## src/rtl/lc3_decode.sv

```systemverilog
// lc3_decode: LC-3 decode stage. Captures the fetched instruction and its
// next-PC on enable_decode, and registers the execute / writeback / memory
// control words derived from the opcode. All outputs hold while stalled.
//
// Optional feature macro: DECODE_INSTR_CNT_EN adds a 16-bit instr_count
// output counting capture edges, illegal opcodes included, wrapping at 0xFFFF.
//
// Capture handshake: enable_decode is a one-sided strobe from fetch. Every
// rising edge with reset high and enable_decode=1 loads one instruction;
// there is no back-pressure, so back-to-back strobes capture one word per cycle.
module lc3_decode (
  input  logic        clock,
  input  logic        reset,          // synchronous, active-low
  input  logic        enable_decode,
  input  logic [15:0] instr_dout,
  input  logic [15:0] npc_in,
  output logic [15:0] ir,
  output logic [15:0] npc_out,
  output logic [5:0]  E_control,
  output logic [1:0]  W_control,
  output logic        mem_control,
  output logic        decode_valid,
`ifdef DECODE_INSTR_CNT_EN
  output logic        illegal_op,
  output logic [15:0] instr_count
`else
  output logic        illegal_op
`endif
);

  // Opcode encodings
  localparam logic [3:0] OP_BR  = 4'b0000;
  localparam logic [3:0] OP_ADD = 4'b0001;
  localparam logic [3:0] OP_LD  = 4'b0010;
  localparam logic [3:0] OP_ST  = 4'b0011;
  localparam logic [3:0] OP_AND = 4'b0101;
  localparam logic [3:0] OP_LDR = 4'b0110;
  localparam logic [3:0] OP_STR = 4'b0111;
  localparam logic [3:0] OP_NOT = 4'b1001;
  localparam logic [3:0] OP_LDI = 4'b1010;
  localparam logic [3:0] OP_STI = 4'b1011;
  localparam logic [3:0] OP_JMP = 4'b1100;
  localparam logic [3:0] OP_LEA = 4'b1110;

  // Writeback select encodings
  localparam logic [1:0] WB_ALU = 2'b00;
  localparam logic [1:0] WB_MEM = 2'b01;
  localparam logic [1:0] WB_PCR = 2'b10;

  logic [15:0] ir_q, ir_d;
  logic [15:0] npc_q, npc_d;
  logic [5:0]  e_ctl_q, e_ctl_d;
  logic [1:0]  w_ctl_q, w_ctl_d;
  logic        mem_ctl_q, mem_ctl_d;
  logic        valid_q, valid_d;
  logic        illegal_q, illegal_d;

  // Decoded controls for the incoming word (pure function of instr_dout)
  logic [5:0]  e_dec;
  logic [1:0]  w_dec;
  logic        m_dec;
  logic        ill_dec;
  logic        op2_reg;

  // Register-operand select for ADD/AND: bit5 clear means SR2 is a register
  assign op2_reg = ~instr_dout[5];

  // Opcode decode table
  always_comb begin
    e_dec   = 6'b000000;
    w_dec   = WB_ALU;
    m_dec   = 1'b0;
    ill_dec = 1'b0;
    case (instr_dout[15:12])
      OP_ADD: e_dec = {5'b00000, op2_reg};
      OP_AND: e_dec = {5'b01000, op2_reg};
      OP_NOT: e_dec = 6'b100000;
      OP_BR:  e_dec = 6'b000110;
      OP_JMP: e_dec = 6'b001100;
      OP_LD:  begin e_dec = 6'b000110; w_dec = WB_MEM; end
      OP_LDR: begin e_dec = 6'b001000; w_dec = WB_MEM; end
      OP_LDI: begin e_dec = 6'b000110; w_dec = WB_MEM; m_dec = 1'b1; end
      OP_LEA: begin e_dec = 6'b000110; w_dec = WB_PCR; end
      OP_ST:  e_dec = 6'b000110;
      OP_STR: e_dec = 6'b001000;
      OP_STI: begin e_dec = 6'b000110; m_dec = 1'b1; end
      default: ill_dec = 1'b1;
    endcase
  end

  // Next-state: load everything on a capture, otherwise hold
  always_comb begin
    ir_d      = ir_q;
    npc_d     = npc_q;
    e_ctl_d   = e_ctl_q;
    w_ctl_d   = w_ctl_q;
    mem_ctl_d = mem_ctl_q;
    valid_d   = valid_q;
    illegal_d = illegal_q;
    if (enable_decode) begin
      ir_d      = instr_dout;
      npc_d     = npc_in;
      e_ctl_d   = e_dec;
      w_ctl_d   = w_dec;
      mem_ctl_d = m_dec;
      valid_d   = 1'b1;
      illegal_d = ill_dec;
    end
  end

  // Pipeline register; reset dominates a simultaneous capture
  always_ff @(posedge clock) begin
    if (!reset) begin
      ir_q      <= 16'h0000;
      npc_q     <= 16'h0000;
      e_ctl_q   <= 6'b000000;
      w_ctl_q   <= 2'b00;
      mem_ctl_q <= 1'b0;
      valid_q   <= 1'b0;
      illegal_q <= 1'b0;
    end else begin
      ir_q      <= ir_d;
      npc_q     <= npc_d;
      e_ctl_q   <= e_ctl_d;
      w_ctl_q   <= w_ctl_d;
      mem_ctl_q <= mem_ctl_d;
      valid_q   <= valid_d;
      illegal_q <= illegal_d;
    end
  end

`ifdef DECODE_INSTR_CNT_EN
  logic [15:0] cnt_q, cnt_d;

  // Wrapping capture counter
  always_comb begin
    cnt_d = cnt_q;
    if (enable_decode) cnt_d = cnt_q + 16'd1;
  end

  // Counter register
  always_ff @(posedge clock) begin
    if (!reset) cnt_q <= 16'h0000;
    else        cnt_q <= cnt_d;
  end

  assign instr_count = cnt_q;
`endif

  assign ir           = ir_q;
  assign npc_out      = npc_q;
  assign E_control    = e_ctl_q;
  assign W_control    = w_ctl_q;
  assign mem_control  = mem_ctl_q;
  assign decode_valid = valid_q;
  assign illegal_op   = illegal_q;

endmodule

```

## config.mk

```make
export PLATFORM = sky130hd
export DESIGN_NAME = lc3_decode
export DESIGN_NICKNAME = d
export VERILOG_FILES = /design/src/rtl/lc3_decode.sv
export SDC_FILE = /design/constraint.sdc
export NUM_CORES = 1
export LEC_CHECK = 0
export ABC_AREA = 1
export BUFFER_PORTS_ARGS = -buffer_cell sky130_fd_sc_hd__buf_2
export CAP_MARGIN = 20
export CORE_MARGIN = 2
export CORE_UTILIZATION = 44
export CTS_CLUSTER_DIAMETER = 100
export DETAILED_ROUTE_END_ITERATION = 7
export PLACE_DENSITY = 0.85
export SLEW_MARGIN = 0
export SYNTH_ARGS = -nofsm -noshare
export SYNTH_HDL_FRONTEND = slang
export SYNTH_SLANG_ARGS = --single-unit
```

## constraint.sdc

```tcl
create_clock -name clock -period 1.23 [get_ports clock]
set_input_delay 0.369 -clock clock [delete_from_list [all_inputs] [get_ports clock]]
set_output_delay 0.369 -clock clock [all_outputs]
set_load 0.01 [all_outputs]
```

# Word level (Yosys, flattened, before mapping)
# Cells that the tools add are included.
word_totals:
  reg_bits: 43
  output_inout_bits: 43
  wordCells: 29
classes:
  eq_ne: 11
  mux: 4
  n_bitwise: 1
  reduce_logical: 6
op_table:
  columns: ["operator", "count"]
  rows:
  - ["$pmux W6 S6", 1]
  - ["$eq A4 B4 Y1 const B", 5]
  - ["$eq A4 B3 Y1 const B", 3]
  - ["$reduce_or A12 Y1", 1]
  - ["$eq A4 B2 Y1 const B", 2]
  - ["$reduce_or A6 Y1", 1]
  - ["$eq A4 B1 Y1 const B", 1]
  - ["$logic_not A4 Y1", 1]
  - ["$pmux W2 S2", 1]
  - ["$reduce_or A2 Y1", 2]
  - ["$reduce_or A3 Y1", 1]
  - ["$mux W1", 2]
  - ["$not A1 Y1", 1]

# Longest topological paths before layout
# Gate-level depths: netlist of the first run.
depth:
  depth_word: 3
  mapped_depth: 7

# Least setup slack after synthesis of the first run
# Ideal clock, no wire load.
synth_timing:
  kind: "input -> register"
  startpoint: "input enable_decode"
  endpoint: "register e_ctl_q[2], in the netlist E_control[2]"
  setup_time_ns: 0.115
  arrival_ns: 0.907
  required_time_ns: 1.115
  setup_slack_ns: 0.209
  cell_stages: 7
  cell_sequence: "buf_4 -> nand2_1 -> inv_2 -> nand2_1 -> nand2_1 -> nor2_1 -> nor2_2"
synth_rtl:
  columns: ["element", "line", "rtl"]
  rows:
  - ["start, declared", "14", "input logic enable_decode,"]
  - ["end signal, assigned", "124", "e_ctl_q <= e_ctl_d;"]
  - ["end, declared", "52", "logic [5:0] e_ctl_q, e_ctl_d;"]

# Final worst setup path of the first run
layout_timing:
  startpoint: "register ir_q[1], in the netlist ir[1]"
  endpoint: "output ir[1]"
layout_rtl:
  columns: ["element", "line", "rtl"]
  rows:
  - ["start, declared", "50", "logic [15:0] ir_q, ir_d;"]
  - ["start signal, assigned", "122", "ir_q <= ir_d;"]
  - ["end, declared", "17", "output logic [15:0] ir,"]
# No word-level cell between the ends.

==> metrics.md, run 1 <==
| Metric | Value |
|---|---|
| Cell area after synthesis | 1570 sq um |
| Layout cells sized above 1 | 46.4% |
| Cell variety after synth | 14 |
| Router iterations before antenna repair | 5 |
| GPL Wtd Cong | 0.854 |
| Cts hold-fix bufs | 0 |
| HP Class | in -> reg |
| R2r setup slk | 0.50 ns |
| Num Clock Sinks | 43 |
| Worst vdd ir | 731 uV |
| Die Y | 63.7 um |
| TritonCTS clock tree | done |
| Max Clock Freq | 0.846 GHz |
| Core box area | 3390 sq um |
| Filler cells | 305 |
| Initial antenna violation count | 0 |
| Count of final hold-check violations | 0 |
| Final worst setup slack | 0.0481 ns |
| H-tree Lvls | 2 |
| Critical Path RT | 0.86 ns |
| Crit-path cells | buf_2 |
| Worst setup EP type | output pin |
| R2R cell count | 4 |
| Detail Route Antenna Nets | 0 |
| Final period utilization | 96.1% |
| Root Driver | clkbuf_4 |
| Initial Utilization | 46.3% |
| GRT Total Usage | 19.0% |
| Final net count | 324 |
| Status | finished clean |
| Avg WL per Cell | 11.1 um |
| Largest net degree at the start of global routing | 22 |
| Worst path top cell family by delay | flip-flops |
| Cell Pwr Density | 1280 nW/um^2 |
| Top Ports | 78 |
| Post-Route WL | 3.70 mm |
| Worst Path Max Fanout | 2 |
| Minimum clock period | 1.18 ns |
| Worst slew pin tran | 0.302 ns |
| Synth Net Count | 242 |
| Max_cap viols | 0 |
| Clock Latency Late Sink | 0.34 ns |
| FF+latch count, synth | 43 |
| Relative slew slack | 79.8% |
| Vias per inst | 4.76 |
| Pre-CTS setup slack | 0.106 ns |
| Crit path kind | reg -> out |
| Die W | 63.7 um |
| Worst path bufs/invs | 1 |
| Antenna cells | 0 |
| I/O Buffers | 77 |
| CTS Buffer Depth | 2 |
| Vias in the first global route | 1436 |
| Sequential area share after synthesis | 54.9% |
| CP peak stage delay | 0.35 ns |
| Via Count | 1596 |
| Setup tns final | 0 ns |
| Worst Clk Skew | 0 ns |
| Layout area overhead | 40.1% |
| Reg area | 907 sq um |
| Slew Viols, Final | 0 |
| WP data arrival | 0.81 ns |
| Final setup viols | 0 |
| Multi-input gate area | 601 sq um |
| Hold wc startpoint | instr_dout[6] |
| Synth Instances | 207 |
| Synthesized area per cell | 7.57 sq um |
| Drt initial violations | 103 |
| CP Launch Type | flop |
| Yosys Warn Count | 0 |
| FP Rows | 21 |
| Cts bufs inserted | 5 |
| DRC errors left | 0 |
| Hold Crit Depth | 3 |
| DP HPWL | 2.73 mm |
| CTS clock-pin slew for the worst setup and hold paths | 0.11 ns |
| Leak Pwr | 0.00112 uW |
| CP max-delay cell | dfxtp_1 |
| Worst r2r dst | E_control[2]$_SDFFE_PN0P_ |
| R2R Path Start | E_control[2]$_SDFFE_PN0P_ |
| First-pass GRT wire length | 6.13 mm |
| Core Util, Final | 64.8% |
| Grt ovf | 0 |
| Die area | 4060 sq um |
| End of the worst hold path | ir[6]$_SDFFE_PN0P_ |
synthesized netlist by cell type, drive strengths merged:
library cell  instances  share of area (%)
dfxtp                43                 55
a21oi                 9                2.9
a31oi                 1               0.40
inv                  11                2.8
buf                  11                4.0
nand3                 7                2.2
o21ai                33                 11
nand2                23                5.5
nor2                 68                 16
nor3                  1               0.32
cell type report:
cell class | instances | share of cell area [%]
Inverter | 11 | 1.99
Sequential cell | 43 | 41.3
Clock buffer | 6 | 1.88
Clock inverter | 1 | 1.37
Multi-Input combinational cell | 142 | 27.4
Tap cell | 46 | 2.62
Timing Repair Buffer | 86 | 23.5
metal layers:
layer  vias up  wire length (um)  GRT usage, %
li1        824                 -             -
met1       696              1570          23.3
met2        72              1740          30.9
met3         4               367          6.79
met4         0                29          5.98
met5         -                 0             0
stage by stage:
stage / cell area, sq um / hold slack (ns) / cells / total power, uW
3_5_place_dp: 2020 / 0.461 / 327 / 1970
3_3_place_gp: 2020 / 0.451 / 327 / 1960
2_1_floorplan: 1570 / 0.483 / 207 / 1780
6_report: 2200 / 0.244 / 335 / 2800
5_1_grt: 2200 / 0.219 / 335 / 2970
4_1_cts: 2090 / 0.231 / 334 / 2800
registers in the layout, indices dropped and copies added (netlist names):
signal        count
illegal_op        1
mem_control       1
npc_out          16
W_control         2
decode_valid      1
ir               16
E_control         6
cell families (layout without fill, tap and decap cells):
logic type	Yosys count	in the layout	synth area share [%]
compound gates	43	43	13.8
flops	43	43	54.9
buf+inv	22	104	6.78
simple gates	99	99	24.5
layout by cell type (no fill, tap or decap):
cell and n:
a21oi_1 9, buf_4 8, bufinv_16 1, nor2_1 67, nand2_1 23, nand3_1 7
dfxtp_1 6, inv_4 1, buf_12 1, dfxtp_2 37, clkbuf_4 5, nor2_2 1
inv_2 3, buf_2 69, inv_1 7, o21ai_1 33, clkbuf_1 1, buf_6 8
a31oi_1 1, nor3_1 1
worst max path at each step:
stage	start	to	slack, ns	cells past startpoint
2_1_floorplan	enable_decode	E_control[2]$_SDFFE_PN0P_	0.21	7
3_3_place_gp	enable_decode	W_control[1]$_SDFFE_PN0P_	0.14	5
3_5_place_dp	enable_decode	E_control[2]$_SDFFE_PN0P_	0.11	7
4_1_cts	npc_out[4]$_SDFFE_PN0P_	npc_out[4]	0.005	1
5_1_grt	ir[1]$_SDFFE_PN0P_	ir[1]	-0.02	1
6_report	ir[1]$_SDFFE_PN0P_	ir[1]	0.05	1
power by group:
group	internal (uW)	leakage (uW)	switching [uW]	total (uW)
Clock	419	0.0000383	408	827
Combinational	199	0.000719	234	433
Sequential	1500	0.000368	46.5	1540
timing repair:
action | 4_1_cts | 5_1_grt
setup buffers | 0 | 1
pin swaps | 0 | 0
gates resized for setup | 1 | 44
endpoints found under the setup margin | 1 | 37
No activity file was read; power rests on OpenSTA's default activity.
==> run 2, diff against run 1 <==
--- a/config.mk
+++ b/config.mk
@@ -8,11 +8,13 @@
 export ABC_AREA = 1
 export BUFFER_PORTS_ARGS = -buffer_cell sky130_fd_sc_hd__buf_2
 export CAP_MARGIN = 20
+export CELL_PAD_IN_SITES_DETAIL_PLACEMENT = 0
+export CELL_PAD_IN_SITES_GLOBAL_PLACEMENT = 2
 export CORE_MARGIN = 2
-export CORE_UTILIZATION = 44
+export CORE_UTILIZATION = 25
 export CTS_CLUSTER_DIAMETER = 100
 export DETAILED_ROUTE_END_ITERATION = 7
-export PLACE_DENSITY = 0.85
+export PLACE_DENSITY = 0.91
 export SLEW_MARGIN = 0
 export SYNTH_ARGS = -nofsm -noshare
 export SYNTH_HDL_FRONTEND = slang
==> constraint.sdc (replaced) <==
create_clock -name clock -period 1.4 [get_ports clock]
set_input_delay 0.42 -clock clock [delete_from_list [all_inputs] [get_ports clock]]
set_output_delay 0.42 -clock clock [all_outputs]
set_load 0.01 [all_outputs]
==> run 2 against run 1 <==
First-iteration DRC count fell by 47%. Register-to-register slack improved by 0.20 ns. Routed wire length rose by 11%. Largest cell class unchanged. Non-clock buffer count fell by 3. Clock skew did not move. Final cell count rose by 8.1%. Sequential share of layout area fell by 1.1 points.
==> metrics.md, run 2 (same netlist as run 1, synthesis figures left out) <==
| Metric | Value |
|---|---|
| Commonest cells after routing, fill and taps aside | buf_2 (77), nor2_1 (67), dfxtp_1 (43) |
| Crit-path cells | buf_2 |
| PostCTS Resize Cnt | 0 (-1) |
| GR Util met2 | 19.8% (-11 points) |
| Post-Route WL | 4.12 mm (+11%) |
| Vias in the first global route | 1480 (+3.1%) |
| Avg WL per Cell | 11.4 um (+3.0%) |
| Layout area overhead | 36.6% |
| Relative slew slack | 85.2% (+5.4 points) |
| GPL Wtd Cong | 0.810 (-5.1%) |
| Drt initial violations | 55 (-47%) |
| Cell Pwr Density | 1190 nW/um^2 (-6.9%) |
| Worst slew pin tran | 0.221 ns (-0.0814 ns) |
| Largest net degree at the start of global routing | 28 (+27%) |
| Grt ovf | 0 (unchanged) |
| H-tree Lvls | 2 (unchanged) |
| Worst vdd ir | 475 uV (-35%) |
| Worst Path Max Fanout | 2 (unchanged) |
| Final period utilization | 86.1% |
| Die Y | 83.2 um (+31%) |
| TritonCTS clock tree | done |
| Antenna cells | 0 (unchanged) |
| Core box area | 5990 sq um (+77%) |
| Crit path kind | reg -> out |
| Die area | 6920 sq um (+71%) |
| Layout cells sized above 1 | 33.1% (-13 points) |
| RSZ-0062 raised after global routing | no |
| Worst path bufs/invs | 1 (unchanged) |
| Worst setup EP type | output pin |
| WP data arrival | 0.79 ns (-0.02 ns) |
| Initial antenna violation count | 0 (unchanged) |
| Worst Clk Skew | 0 ns (unchanged) |
| CP peak stage delay | 0.36 ns (about the same) |
| CTS Buffer Depth | 2 (unchanged) |
| Router iterations before antenna repair | 4 (-1) |
| Cts bufs inserted | 5 (unchanged) |
| Leak Pwr | 0.00110 uW (-1.9%) |
| Reg area | 861 sq um (-5.1%) |
| Detail Route Antenna Nets | 0 (unchanged) |
| Count of final hold-check violations | 0 (unchanged) |
| Post-CTS setup buffer count | 0 (unchanged) |
| Via Count | 1537 (-3.7%) |
| Initial Utilization | 26.2% (-20 points) |
| Core Util, Final | 35.8% (-29 points) |
| FP Rows | 28 (+33%) |
| GRT Total Usage | 12.3% (-6.7 points) |
| Clock Latency Late Sink | 0.28 ns (-0.06 ns) |
| Vias per inst | 4.25 (-11%) |
| Num Clock Sinks | 43 (unchanged) |
| Cts hold-fix bufs | 0 (unchanged) |
| Filler cells | 678 (+120%) |
| Critical Path RT | 0.98 ns (+0.12 ns) |
| Slew Viols, Final | 0 (unchanged) |
| Met3 Use GR | 4.27% (-2.5 points) |
| Top Ports | 78 (unchanged) |
| First-pass GRT wire length | 6.97 mm (+14%) |
| CP Launch Type | flop |
| Hold_ws | 0.352 ns (+0.108 ns) |
| Root Driver | clkbuf_8 |
| Max Clock Freq | 0.830 GHz |
| Die W | 83.2 um (+31%) |
| CTS clock-pin slew for the worst setup and hold paths | 0.08 ns (-0.03 ns) |
| HP Class | in -> reg |
| Worst path top cell family by delay | flip-flops |
| Setup tns final | 0 ns (unchanged) |
| Status | finished clean |
| Non-Filler Instances | 362 (+8.1%) |
| DRC errors left | 0 (unchanged) |
| Final net count | 321 (-0.93%) |
| Final setup viols | 0 (unchanged) |
| GR peak layer | met2 |
| DP HPWL | 3.06 mm (+12%) |
| Multi-input gate area | 601 sq um (unchanged) |
| Final Power | 2550 uW (-9.2%) |
| CP max-delay cell | dfxtp_1 |
| Minimum clock period | 1.21 ns |
| I/O Buffers | 77 (unchanged) |
| Max_cap viols | 0 (unchanged) |
| Dpl cells | 354 (+8.3%) |
| Most common cell after layout, fill and taps aside | buf_2 |
| Global routing usage on met1 | 15.6% (-7.7 points) |
run 2: cell types whose count changed in the layout (fill, tap and decap cells not counted), sizes merged:
cell | before | now
buf | 86 | 83
clkbuf | 6 | 8
bufinv | 1 | 0
run 2: metal layers:
| layer | routed length, um | vias up |
|---|---|---|
| li1 | - | 819 |
| met4 | 15 | 0 |
| met1 | 2020 | 670 |
| met5 | 0 | - |
| met2 | 1810 | 46 |
| met3 | 277 | 2 |
run 2: final cells by class:
| cell class | count | area share (%) |
|---|---|---|
| flip-flops and latches | 43 | 40.2 |
| multi-input cells | 142 | 28.0 |
| repair buffers | 83 | 20.7 |
| clock buffers | 8 | 4.67 |
| well taps | 75 | 4.38 |
| inverters | 11 | 2.04 |
run 2: report_power, final:
| group | internal, uW | switching, uW |
|---|---|---|
| Combinational | 155 | 207 |
| Sequential | 1300 | 37.4 |
| Clock | 450 | 395 |
| Total | 1910 | 640 |
run 2: worst paths after layout:
check | cells after the start | slack, ns | to | startpoint
hold / removal | 3 | 0.35 | ir[8]$_SDFFE_PN0P_ | instr_dout[8]
setup / recovery | 1 | 0.19 | illegal_op | illegal_op$_SDFFE_PN0P_
setup reg to reg | 4 | 0.70 | E_control[2]$_SDFFE_PN0P_ | E_control[2]$_SDFFE_PN0P_
hold reg to reg | 2 | 0.47 | mem_control$_SDFFE_PN0P_ | mem_control$_SDFFE_PN0P_
run 2: per-stage QoR:
stage          setup WS [ns]  instance area, sq um
2_1_floorplan          0.328                  1570
3_5_place_dp           0.190                  2040
4_1_cts                0.176                  2140
3_3_place_gp           0.225                  2040
5_1_grt                0.145                  2140
6_report               0.195                  2140
